File: src/rtl/rsc_frame_if.sv
// Handshake bundle between the bit source, the RSC frame sequencer and the output packer.
// The master modport belongs to the source/packer side; the slave modport belongs to rsc_frame_ctrl.
interface rsc_frame_if #(
    parameter int unsigned LEN_W = 11
);
    logic             start;
    logic [LEN_W-1:0] frame_len;
    logic             in_valid;
    logic             in_bit;
    logic             in_ready;
    logic             out_valid;
    logic             out_sys;
    logic             out_par;
    logic             out_tail;
    logic             out_last;
    logic             out_ready;
    logic             busy;
    logic             len_err;

    modport master (
        output start, frame_len, in_valid, in_bit, out_ready,
        input  in_ready, out_valid, out_sys, out_par, out_tail, out_last, busy, len_err
    );

    modport slave (
        input  start, frame_len, in_valid, in_bit, out_ready,
        output in_ready, out_valid, out_sys, out_par, out_tail, out_last, busy, len_err
    );
endinterface

File: src/rtl/rsc_frame_ctrl.sv
// Frame sequencer for the rate-1/2 (1,5/7) RSC encoder: steps the 4-state trellis per data bit.
// Define RSC_TERM_EN to append the two trellis-termination tail steps that return the state to 00.
module rsc_frame_ctrl #(
    parameter int unsigned K_MAX = 1024,
    parameter int unsigned LEN_W = 11
) (
    input logic        clk,
    input logic        rst,
    rsc_frame_if.slave bus
);
    typedef enum logic [1:0] {StIdle, StData, StTail, StFlush} state_e;

    state_e           st_q, st_d;
    logic [1:0]       trel_q, trel_d;
    logic [LEN_W-1:0] cnt_q, cnt_d;
    logic [LEN_W-1:0] len_q, len_d;
    logic             busy_q, busy_d;
    logic             len_err_q, len_err_d;
    logic             ov_q, ov_d;
    logic             sys_q, sys_d;
    logic             par_q, par_d;
    logic             tail_q, tail_d;
    logic             last_q, last_d;
`ifdef RSC_TERM_EN
    logic             tail_step_q, tail_step_d;
`endif

    logic slot_free, in_ready, issue, u, fb, tail_flag, last_flag;

    always_comb begin
        st_d      = st_q;
        trel_d    = trel_q;
        cnt_d     = cnt_q;
        len_d     = len_q;
        busy_d    = busy_q;
        len_err_d = 1'b0;
        ov_d      = ov_q;
        sys_d     = sys_q;
        par_d     = par_q;
        tail_d    = tail_q;
        last_d    = last_q;
`ifdef RSC_TERM_EN
        tail_step_d = tail_step_q;
`endif
        slot_free = !ov_q || bus.out_ready;
        in_ready  = 1'b0;
        issue     = 1'b0;
        u         = 1'b0;
        tail_flag = 1'b0;
        last_flag = 1'b0;
        fb        = trel_q[1] ^ trel_q[0];

        // Drained slot returns to all-zero unless refilled below.
        if (ov_q && bus.out_ready) begin
            ov_d   = 1'b0;
            sys_d  = 1'b0;
            par_d  = 1'b0;
            tail_d = 1'b0;
            last_d = 1'b0;
        end

        unique case (st_q)
            StIdle: begin
                if (bus.start) begin
                    if (bus.frame_len != '0 && bus.frame_len <= LEN_W'(K_MAX)) begin
                        len_d  = bus.frame_len;
                        cnt_d  = '0;
                        trel_d = 2'b00;
                        busy_d = 1'b1;
                        st_d   = StData;
                    end else begin
                        len_err_d = 1'b1;
                    end
                end
            end
            StData: begin
                in_ready = slot_free;
                if (bus.in_valid && slot_free) begin
                    issue = 1'b1;
                    u     = bus.in_bit;
                    cnt_d = cnt_q + LEN_W'(1);
                    if (cnt_q == len_q - LEN_W'(1)) begin
`ifdef RSC_TERM_EN
                        tail_step_d = 1'b0;
                        st_d        = StTail;
`else
                        last_flag = 1'b1;
                        st_d      = StFlush;
`endif
                    end
                end
            end
`ifdef RSC_TERM_EN
            StTail: begin
                if (slot_free) begin
                    // u = fb zeroes the new r1, so two steps flush the register to 00.
                    issue       = 1'b1;
                    u           = fb;
                    tail_flag   = 1'b1;
                    tail_step_d = 1'b1;
                    if (tail_step_q) begin
                        last_flag = 1'b1;
                        st_d      = StFlush;
                    end
                end
            end
`endif
            StFlush: begin
                if (ov_q && bus.out_ready) begin
                    busy_d = 1'b0;
                    st_d   = StIdle;
                end
            end
            default: st_d = StIdle;
        endcase

        if (issue) begin
            ov_d   = 1'b1;
            sys_d  = u;
            par_d  = u ^ trel_q[1];
            tail_d = tail_flag;
            last_d = last_flag;
            trel_d = {u ^ fb, trel_q[1]};
        end
    end

    always_ff @(posedge clk or posedge rst) begin
        if (rst) begin
            st_q      <= StIdle;
            trel_q    <= 2'b00;
            cnt_q     <= '0;
            len_q     <= '0;
            busy_q    <= 1'b0;
            len_err_q <= 1'b0;
            ov_q      <= 1'b0;
            sys_q     <= 1'b0;
            par_q     <= 1'b0;
            tail_q    <= 1'b0;
            last_q    <= 1'b0;
`ifdef RSC_TERM_EN
            tail_step_q <= 1'b0;
`endif
        end else begin
            st_q      <= st_d;
            trel_q    <= trel_d;
            cnt_q     <= cnt_d;
            len_q     <= len_d;
            busy_q    <= busy_d;
            len_err_q <= len_err_d;
            ov_q      <= ov_d;
            sys_q     <= sys_d;
            par_q     <= par_d;
            tail_q    <= tail_d;
            last_q    <= last_d;
`ifdef RSC_TERM_EN
            tail_step_q <= tail_step_d;
`endif
        end
    end

    assign bus.in_ready  = in_ready;
    assign bus.out_valid = ov_q;
    assign bus.out_sys   = sys_q;
    assign bus.out_par   = par_q;
    assign bus.out_tail  = tail_q;
    assign bus.out_last  = last_q;
    assign bus.busy      = busy_q;
    assign bus.len_err   = len_err_q;
endmodule
File: src/flat_wrapper.sv
// flat-port wrapper written by rule: the top's interface ports become plain ports
module rsc_frame_ctrl_flat 
#(
    parameter int unsigned K_MAX = 1024,
    parameter int unsigned LEN_W = 11
)
  (clk, rst, bus_start, bus_frame_len, bus_in_valid, bus_in_bit, bus_out_ready, bus_in_ready, bus_out_valid, bus_out_sys, bus_out_par, bus_out_tail, bus_out_last, bus_busy, bus_len_err);
  rsc_frame_if #(.LEN_W(LEN_W)) bus_i ();
  input logic clk;
  input logic rst;
  input wire logic [$bits(bus_i.start)-1:0] bus_start;
  input wire logic [$bits(bus_i.frame_len)-1:0] bus_frame_len;
  input wire logic [$bits(bus_i.in_valid)-1:0] bus_in_valid;
  input wire logic [$bits(bus_i.in_bit)-1:0] bus_in_bit;
  input wire logic [$bits(bus_i.out_ready)-1:0] bus_out_ready;
  output wire logic [$bits(bus_i.in_ready)-1:0] bus_in_ready;
  output wire logic [$bits(bus_i.out_valid)-1:0] bus_out_valid;
  output wire logic [$bits(bus_i.out_sys)-1:0] bus_out_sys;
  output wire logic [$bits(bus_i.out_par)-1:0] bus_out_par;
  output wire logic [$bits(bus_i.out_tail)-1:0] bus_out_tail;
  output wire logic [$bits(bus_i.out_last)-1:0] bus_out_last;
  output wire logic [$bits(bus_i.busy)-1:0] bus_busy;
  output wire logic [$bits(bus_i.len_err)-1:0] bus_len_err;
  assign bus_i.start = bus_start;
  assign bus_i.frame_len = bus_frame_len;
  assign bus_i.in_valid = bus_in_valid;
  assign bus_i.in_bit = bus_in_bit;
  assign bus_i.out_ready = bus_out_ready;
  assign bus_in_ready = bus_i.in_ready;
  assign bus_out_valid = bus_i.out_valid;
  assign bus_out_sys = bus_i.out_sys;
  assign bus_out_par = bus_i.out_par;
  assign bus_out_tail = bus_i.out_tail;
  assign bus_out_last = bus_i.out_last;
  assign bus_busy = bus_i.busy;
  assign bus_len_err = bus_i.len_err;
  rsc_frame_ctrl #(.K_MAX(K_MAX), .LEN_W(LEN_W)) u_core (.clk(clk), .rst(rst), .bus(bus_i));
endmodule
File: config.mk
export PLATFORM = sky130hd
export DESIGN_NAME = rsc_frame_ctrl_flat
export DESIGN_NICKNAME = d
export VERILOG_FILES = /design/src/rtl/rsc_frame_if.sv /design/src/rtl/rsc_frame_ctrl.sv /design/src/flat_wrapper.sv
export SDC_FILE = /design/constraint.sdc
export NUM_CORES = 1
export LEC_CHECK = 0
export CORE_MARGIN = 8
export CORE_UTILIZATION = 45
export CTS_CLUSTER_SIZE = 16
export DETAILED_ROUTE_END_ITERATION = 8
export GPL_TIMING_DRIVEN = 0
export MAX_ROUTING_LAYER = met4
export PLACE_DENSITY_LB_ADDON = 0.08
export RECOVER_POWER = 25
export SLEW_MARGIN = 20
export SYNTH_ARGS = -nofsm -noshare
export SYNTH_HDL_FRONTEND = slang
export SYNTH_SLANG_ARGS = --single-unit
export TNS_END_PERCENT = 20
File: constraint.sdc
create_clock -name clk -period 5.26 [get_ports clk]
set_input_delay 0.789 -clock clk [delete_from_list [all_inputs] [get_ports clk]]
set_output_delay 0.789 -clock clk [all_outputs]
set_load 0.005 [all_outputs]
# After elaboration in Yosys (flattened, before gate mapping)
# Cells that the tools add are included.
dict set report word_totals {
  register_bits 33
  wordCells 77
}
dict set report classes {
  add_sub_neg 2
  bitwise_logic 3
  order_cmp 1
  reduce_logical 18
  muxes 34
  n_eq_ne 8
}
# operator n
set op_table {}
lappend op_table {{2-to-1 mux 11 bit} 3}
lappend op_table {{case mux 11 bit (2 select lines)} 1}
lappend op_table {{2-to-1 mux 1 bit} 19}
lappend op_table {{2-to-1 mux 2 bit} 9}
lappend op_table {{nonzero test 2 bit} 6}
lappend op_table {{adder 11 x 1 -> 11 bit, second input constant} 1}
lappend op_table {{== test 11 bit} 1}
lappend op_table {{<= comparator 11 bit, second input constant} 1}
lappend op_table {{nonzero test 11 bit} 1}
lappend op_table {{subtractor 11 x 1 -> 11 bit, second input constant} 1}
lappend op_table {{inequality test 2 x 1 -> 1 bit, second input constant} 4}
lappend op_table {{AND reduction 4 bit} 2}
lappend op_table {{case mux 2 bit (3 select lines)} 1}
lappend op_table {{AND reduction 3 bit} 2}
lappend op_table {{AND reduction 5 bit} 1}
lappend op_table {{logical AND 1 bit} 3}
lappend op_table {{XOR 1 bit} 3}
lappend op_table {{== test 2 x 1 -> 1 bit, second input constant} 1}
lappend op_table {{== test 2 bit, second input constant} 1}
lappend op_table {{zero test 2 bit} 1}
lappend op_table {{inequality test 2 bit, second input constant} 1}
lappend op_table {{case mux 1 bit (2 select lines)} 1}
lappend op_table {{zero test 1 bit} 1}
lappend op_table {{logical OR 1 bit} 1}

# Depth between registers and ports, before layout
# Gate-level depths: netlist of the first run.
dict set report logic_depth {
  ltp_word 7
  depth_mapped 7
}

# Worst setup path after synthesis of the first run
# No wires, ideal clock.
dict set report synth_timing {
  kind {input to register}
  start {input port bus_frame_len[5]}
  end {register u_core.len_q[0]}
  path_stages 5
  setup_slack_ns 3.047
  arrival_time_ns 2.089
  n_path_buf 0
  path_cell_list {nor4_1 -> and3_1 -> o221ai_2 -> nor2_4 -> mux2_2}
}
dict set report synth_between {
  elab_chain_len 3
}
# item line
set synth_rtl {}
lappend synth_rtl {{start: declaration} flat_wrapper.sv:12} ;# input wire logic [$bits(bus_i.frame_len)-1:0] bus_frame_len;
lappend synth_rtl {{<= comparator 11 bit / nonzero test 11 bit (equally long branches)} rsc_frame_ctrl.sv:65} ;# if (bus.frame_len != '0 && bus.frame_len <= LEN_W'(K_MAX)) begin
lappend synth_rtl {{logical AND 1 bit *} rsc_frame_ctrl.sv:65}
lappend synth_rtl {{AND reduction 3 bit (no line) *} -}
lappend synth_rtl {{end signal: assignment} rsc_frame_ctrl.sv:147} ;# len_q <= len_d;
lappend synth_rtl {{end: declaration} rsc_frame_ctrl.sv:16} ;# logic [LEN_W-1:0] len_q, len_d;
# Mark *: on every way between the ends. The rest lies on a longest branch, timed or not.
# A chain may end at the register's enable or synchronous reset.

# Worst setup path after layout of the first run
dict set report layout_timing {
  start {input port bus_out_ready}
  end {output port bus_in_ready}
}
dict set report layout_between {
  elab_chain_len 2
}
# item line
set layout_rtl {}
lappend layout_rtl {{start: declaration} flat_wrapper.sv:15} ;# input wire logic [$bits(bus_i.out_ready)-1:0] bus_out_ready;
lappend layout_rtl {{logical OR 1 bit} rsc_frame_ctrl.sv:45} ;# slot_free = !ov_q || bus.out_ready;
lappend layout_rtl {{2-to-1 mux 1 bit} rsc_frame_ctrl.sv:62} ;# unique case (st_q)
lappend layout_rtl {{end: declaration} flat_wrapper.sv:16} ;# output wire logic [$bits(bus_i.in_ready)-1:0] bus_in_ready;
# Every way passes these cells.

==> flow_summary_export.csv, run 1 <==
group,metric,value,unit
flow_run,drv_cap,0,
critical_path,critPathKind,"in2out",
place,io_buffers,23,
place,dp_slack,2.21,ns
clocking,clk_pin_slew,0.06,ns
finish,num_antenna_cells,0,
global_route,grt_pass1_wl,7.41,mm
drt,firstDrtPassIters,4,
clocking,htree_levels,2,
finish,fin_area,2220,µm²
critical_path,cp_data_required_time,4.47,ns
timing,hold_violations,0,
global_route,grt_overflow_total,0,
logic_synthesis,synth_top_area_cell,"dfrtp_1",
power_and_ir_drop,vdd_ir_drop_max,230,µV
logic_synthesis,synth_top_flop_cell,"dfrtp_1",
timing,fmax,0.348,GHz
critical_path,slowest_delay,0.51,ns
clocking,clockRootBuffer,"clkbuf_8",
critical_path,critPathLaunchType,"primary input",
logic_synthesis,synth_warnings,0,
timing,whs,0.505,ns
finish,fin_cells,281,
finish,fillers,361,
timing,worst_clock_skew,0.00547,ns
timing,fin_tns_setup,0,ns
critical_path,crit_fanout,3,
drt,drtAntennaViolNets,0,
logic_synthesis,synth_area,1840,µm²
drt,routed_via_density,5.54,
global_route,antenna_found_initial,0,
die,num_rows,23,
logic_synthesis,synth_seq_cells,32,
logic_synthesis,synth_edf_count,0,
clocking,holdBufCountCts,0,
clocking,ctsResizeCount,0,
drt,drt_iter0_markers,123,
finish,finalNetCount,249,
clocking,numCtsBuffers,5,
logic_synthesis,synthCells,200,
power_and_ir_drop,power_density,441,nW/µm²
die,die_y,79.9,µm
timing,max_slew.worst_pin.slew,1.20,ns
place,place_inst,273,
global_route,first_global_vias,1556,
critical_path,path_cells,"clkdlybuf4s50_1 > nand2b_1 > and2_1 > clkdlybuf4s50_1",
global_route,grtUsageTotal,15.1,%
logic_synthesis,synth_cell_type_count,44,
logic_synthesis,syn_area_per_cell,9.19,µm²
finish,syn2layout_area_growth,20.8,%
die,die-width,79.9,µm
critical_path,end_kind,"primary output",
clocking,clk_latency,0.28,ns
clocking,cts_buffer_depth,2,
die,die-area,6390,µm²
critical_path,worstPathArrival,2.09,ns
timing,slew_headroom,20.2,%
clocking,cts_setup_buffers,0,
logic_synthesis,syn_nets,219,
global_route,grt_max_degree,33,
logic_synthesis,synth_top_area_share,43.6,%
critical_path,r2r_start,"u_core.len_q[0]",
die,num_io_pins,25,
place,post_dp_cell_area,2130,µm²
finish,multi_input_area,987,µm²
drt,vias,1558,
die,start_util,46.3,%
timing,drv_slew,0,
logic_synthesis,seq_area_frac_synth,43.6,%
logic_synthesis,synthArstFlopShare,100,%
timing,fin_crit_sh,54.6,%
finish,drive_gt1_share,10.8,%
min_path,hold_start,"u_core.trel_q[0]",
critical_path,crit_start,"bus_out_ready",
place,hpwl,3.36,mm
drt,avgRoutedWirePerCell,15.7,µm
drt,drc,0,
timing,fin_ws,2.39,ns
clocking,cts_tree,"built",
clocking,clock-sinks,32,
timing,finalSetupViolCount,0,
die,core_area,3970,µm²
min_path,hp-class,"reg2reg",
timing,rsz0062_at_grt,"false",
timing,finalCriticalPeriod,2.87,ns
power_and_ir_drop,leakagePower,0.000909,µW
place,place.gp.congestion,0.796,
critical_path,critPathMostFrequentCell,"clkdlybuf4s50_1",
finish,regArea,801,µm²
run_status,outcome,"completed",
critical_path,slowest_stage,"clkdlybuf4s50_1",
drt,wl,4.42,mm
logic_synthesis,synth_area_leaders,"dfrtp_1 (44%), o21ai_0 (7.6%), mux2_2 (6.1%), nand2_1 (4.7%), xnor2_1 (3.8%)",
==> layer usage <==
metal / GRT usage (%) / routed length [µm] / vias to the layer above / share of wire (%)
li1: - / - / 770 / -
met5: - / 0 / - / 0
met2: 24.4 / 2200 / 36 / 50
met3: 2.82 / 205 / 6 / 4.6
met1: 17.8 / 1940 / 746 / 44
met4: 6.55 / 80 / 0 / 1.8
==> worst max-delay path, delay by kind of cell <==
kind | cells | cell delay [ns]
buffers and inverters | 2 | 1.01
and+or+nand+nor | 2 | 0.29
==> where the power goes <==
part / switching (µW) / internal, µW / total, µW
clock network: 86.2 / 107 / 193
registers: 80.5 / 310 / 390
logic: 203 / 193 / 396
==> cells by family (layout without fill, tap and decap cells) <==
logic type,Yosys count,after routing,share of synthesized area (%)
flops,32,32,43.6
simple gates,83,83,23.8
compound gates,47,47,16.0
other cells,1,1,0.204
mux,10,10,6.13
xor+xnor,13,13,6.19
buf+inv,12,43,2.72
fa+ha+maj,2,2,1.36
==> stage by stage <==
step,utilization (%),total power (µW)
after floorplan,-,669
after global placement,53.7,767
after detailed placement,53.7,788
after CTS,55.9,984
after global routing,55.9,1050
final,55.9,979
==> state kept, by name, summed over array words and instances (netlist names) <==
register / cells
u_core.cnt_q: 11
u_core.len_q: 11
u_core.st_q: 2
u_core.trel_q: 2
u_core.bus.busy: 1
u_core.bus.len_err: 1
u_core.bus.out_last: 1
u_core.bus.out_par: 1
u_core.bus.out_sys: 1
u_core.bus.out_valid: 1
==> synthesized netlist by cell type, types with 2 or more instances <==
cell and n:
o21ai_0 28, mux2_2 10, clkbuf_1 4, xnor2_1 8, ha_1 2, xor2_1 5, o21ai_1 2, a21oi_1 2
and2_1 5, o21a_1 2, inv_1 6, dfrtp_1 32, o31ai_1 3, nand2b_1 4, nor2_1 13, a211oi_1 2
nor3_1 4, nand2_1 23, nor4_1 3, nand3_1 12, and3_1 2, nand4_1 4, a31oi_1 3
==> layout make-up <==
class,count,share of cell area (%)
tap,50,2.82
multi-input combinational,156,44.5
sequential,32,36.1
buffer,6,1.24
clock buffer,8,4.06
inverter,6,1.01
timing repair buffer,23,10.4
==> path summary, 6_finish.rpt <==
check | end | slack, ns | cells past startpoint
setup / recovery | bus_in_ready | 2.39 | 4
hold / removal | u_core.trel_q[0] | 0.51 | 2
setup reg to reg | u_core.st_q[1] | 2.97 | 7
hold reg to reg | u_core.trel_q[0] | 0.51 | 2
max in group asynchronous | u_core.cnt_q[2] | 3.27 | 2
min in group asynchronous | u_core.bus.len_err | 1.27 | 2
==> cells in the final DEF (no fill, tap or decap), types with 4 or more instances in the layout <==
master,netlist,layout
dfrtp_1,32,32
nand4_1,4,4
and2_1,5,5
mux2_2,10,10
clkbuf_1,4,6
xnor2_1,8,8
nor2_1,13,13
o21ai_0,28,28
xor2_1,5,5
clkbuf_8,0,6
inv_1,6,6
nor3_1,4,4
nand3_1,12,12
nand2b_1,4,4
clkdlybuf4s50_1,0,22
nand2_1,23,23
No activity file was read; power rests on OpenSTA's default activity.
==> run 2: changes to the inputs <==
==> constraint.sdc (replaced) <==
create_clock -name clk -period 2.8 [get_ports clk]
set_input_delay 0.42 -clock clk [delete_from_list [all_inputs] [get_ports clk]]
set_output_delay 0.42 -clock clk [all_outputs]
set_load 0.005 [all_outputs]
==> results of run 2 <==
The final DEF is identical to that of run 1. Status: completed.
Main changes from that run: setup slack after placement 2.21 ns -> 0.119 ns; setup slack after layout 2.39 ns -> 0.416 ns; start point of the critical path bus_out_ready -> bus_frame_len[5]; end point of the critical path bus_in_ready -> u_core.len_q[6]; register-to-register setup slack 2.97 ns -> 0.51 ns; total power 979 µW -> 1840 µW; worst IR drop on VDD 230 µV -> 431 µV
==> run 3: changes to the inputs <==
--- a/config.mk
+++ b/config.mk
@@ -9,7 +9,6 @@
 export CORE_UTILIZATION = 45
 export CTS_CLUSTER_SIZE = 16
 export DETAILED_ROUTE_END_ITERATION = 8
-export GPL_TIMING_DRIVEN = 0
 export MAX_ROUTING_LAYER = met4
 export PLACE_DENSITY_LB_ADDON = 0.08
 export RECOVER_POWER = 25
==> run 3 against run 2 <==
The run now ends with capacitance limit, slew limit left. Power rose by 0.51%. Non-clock buffer count fell by 3. Clock skew barely moved. Global-route usage rose by 0.40 points. Register-to-register slack got worse by 0.05 ns. Die area did not move. Clock power barely moved. Sequential share of layout area rose by 0.10 points. First-iteration DRC count rose by 0.81%. Critical path type is now reg2reg. Highest routed layer unchanged.
==> flow_summary_export.csv, run 3 (synthesis results as in run 1) <==
group,metric,value,unit
timing,hold_violations,0,
finish,reg_top3,"u_core.cnt_q x11, u_core.len_q x11",
timing,slew_headroom,-12.0,%
clocking,clk_latency,0.29,ns
critical_path,cp_data_required_time,2.99,ns
global_route,first_global_vias,1524,
finish,finalNetCount,246,
global_route,grt_use_met3,4.17,%
die,die_y,79.9,µm
global_route,grt_max_degree,33,
timing,drv_slew,33,
min_path,hold_depth,2,
run_status,outcome,"complete, but fails checks",
clocking,cts_tree,"built",
drt,drt_iter0_markers,124,
clocking,holdBufCountCts,0,
critical_path,r2r_cells,7,
timing,whs,0.510,ns
die,start_util,46.3,%
die,core_area,3970,µm²
global_route,grt_pass1_wl,7.51,mm
global_route,antenna_found_initial,0,
critical_path,cp_num_cells,7,
drt,firstDrtPassIters,4,
place,place.gp.congestion,0.817,
global_route,busiest_layer,"met2",
finish,final_core_util,55.8,%
finish,num_antenna_cells,0,
clocking,clock-sinks,32,
critical_path,slowest_stage,"or3b_1",
critical_path,crit_fanout,5,
power_and_ir_drop,power_density,835,nW/µm²
die,num_io_pins,25,
min_path,hp-class,"reg2reg",
power_and_ir_drop,leakagePower,0.000910,µW
global_route,grt_use_met2,23.1,%
finish,fin_cells,278,
global_route,grt_overflow_total,0,
finish,final_cell_mix,"dfrtp_1 (32), o21ai_0 (28), nand2_1 (23)",
clocking,ctsResizeCount,0,
flow_run,drv_cap,1,
clocking,clockRootBuffer,"clkbuf_8",
drt,vias,1557,
timing,fin_crit_sh,83.6,%
drt,avgRoutedWirePerCell,15.6,µm
finish,fillers,350,
critical_path,end_kind,"flop",
finish,syn2layout_area_growth,20.5,%
die,die-width,79.9,µm
global_route,grt_use_met1,19.1,%
timing,finalCriticalPeriod,2.34,ns
critical_path,critPathBufInv,1,
die,die-area,6390,µm²
timing,worst_clock_skew,0.00506,ns
power_and_ir_drop,vdd_ir_drop_max,502,µV
power_and_ir_drop,power,1850,µW
timing,max_slew.worst_pin.slew,1.68,ns
critical_path,slowest_delay,0.45,ns
critical_path,critPathKind,"reg2reg",
drt,drc,0,
clocking,cts_buffer_depth,2,
clocking,cts_setup_buffers,0,
clocking,numCtsBuffers,5,
critical_path,worstPathArrival,2.53,ns
finish,drive_gt1_share,11.8,%
run_status,violations,"capacitance limit, slew limit",
clocking,clk_pin_slew,0.07,ns
timing,fin_tns_setup,0,ns
critical_path,critPathLaunchType,"flop",
drt,drtAntennaViolNets,0,
die,num_rows,23,
timing,rsz0062_at_grt,"false",
drt,wl,4.35,mm
drt,routed_via_density,5.60,
critical_path,path_cells,"inv_1 > ha_1 > or3b_1 > o21ai_0 > nand4b_1 > a2111o_1 > o41ai_2",
place,io_buffers,23,
timing,fmax,0.427,GHz
finish,final_common_cell,"dfrtp_1",
clocking,htree_levels,2,
critical_path,cpLargestDelayFamily,"compound AO/OA/AOI/OAI gates",
global_route,grtUsageTotal,15.5,%
place,hpwl,3.24,mm
timing,finalSetupViolCount,0,
place,place_inst,270,
-- run 3: changes by cell type in the layout (fill, tap and decap cells not counted), sizes merged --
cell and delta:
clkinv +2, clkbuf -5
-- run 3: final cells by class --
cell class                      instances  area, µm²  area share [%]
Multi-Input combinational cell        156        987            44.6
Sequential cell                        32        801            36.2
Timing Repair Buffer                   26        249            11.2
Clock buffer                            6       82.6            3.73
Tap cell                               50       62.6            2.82
Inverter                                6       22.5            1.02
Clock inverter                          2       10.0           0.452
-- run 3: through the flow --
step | instance area (µm²) | setup slack (ns)
6_report | 2210 | 0.458
5_1_grt | 2210 | 0.208
4_1_cts | 2220 | 0.486
3_5_place_dp | 2130 | 0.286
3_3_place_gp | 2130 | 0.384
2_1_floorplan | 1840 | 0.738
-- run 3: report_power, final --
group / leakage [µW] / switching, µW / internal [µW] / total [µW]
combinational: 0.000441 / 361 / 362 / 723
sequential: 0.000418 / 180 / 582 / 762
clock: 0.0000510 / 168 / 196 / 364
-- run 3: worst min-delay path, delay by kind of cell (launching register included) --
family / cells / cell delay, ns
AO/OA/AOI/OAI: 1 / 0.06
AND/OR/NAND/NOR: 1 / 0.05
flip-flops: 1 / 0.36
-- run 3: final timing paths --
path | start | endpoint | slack (ns)
max | u_core.len_q[0] | u_core.st_q[1] | 0.46
min | u_core.trel_q[0] | u_core.trel_q[0] | 0.51
max reg2reg | u_core.len_q[0] | u_core.st_q[1] | 0.46
min reg2reg | u_core.trel_q[0] | u_core.trel_q[0] | 0.51
max in group asynchronous | rst | u_core.cnt_q[8] | 0.66
min in group asynchronous | rst | u_core.bus.len_err | 1.16
-- run 3: layer usage --
metal / part of all wire (%) / routed length, µm / vias up
met4: 1.2 / 53 / 0
met2: 47 / 2060 / 37
met1: 48 / 2090 / 749
met3: 3.3 / 145 / 4
met5: 0 / 0 / -
li1: - / - / 767
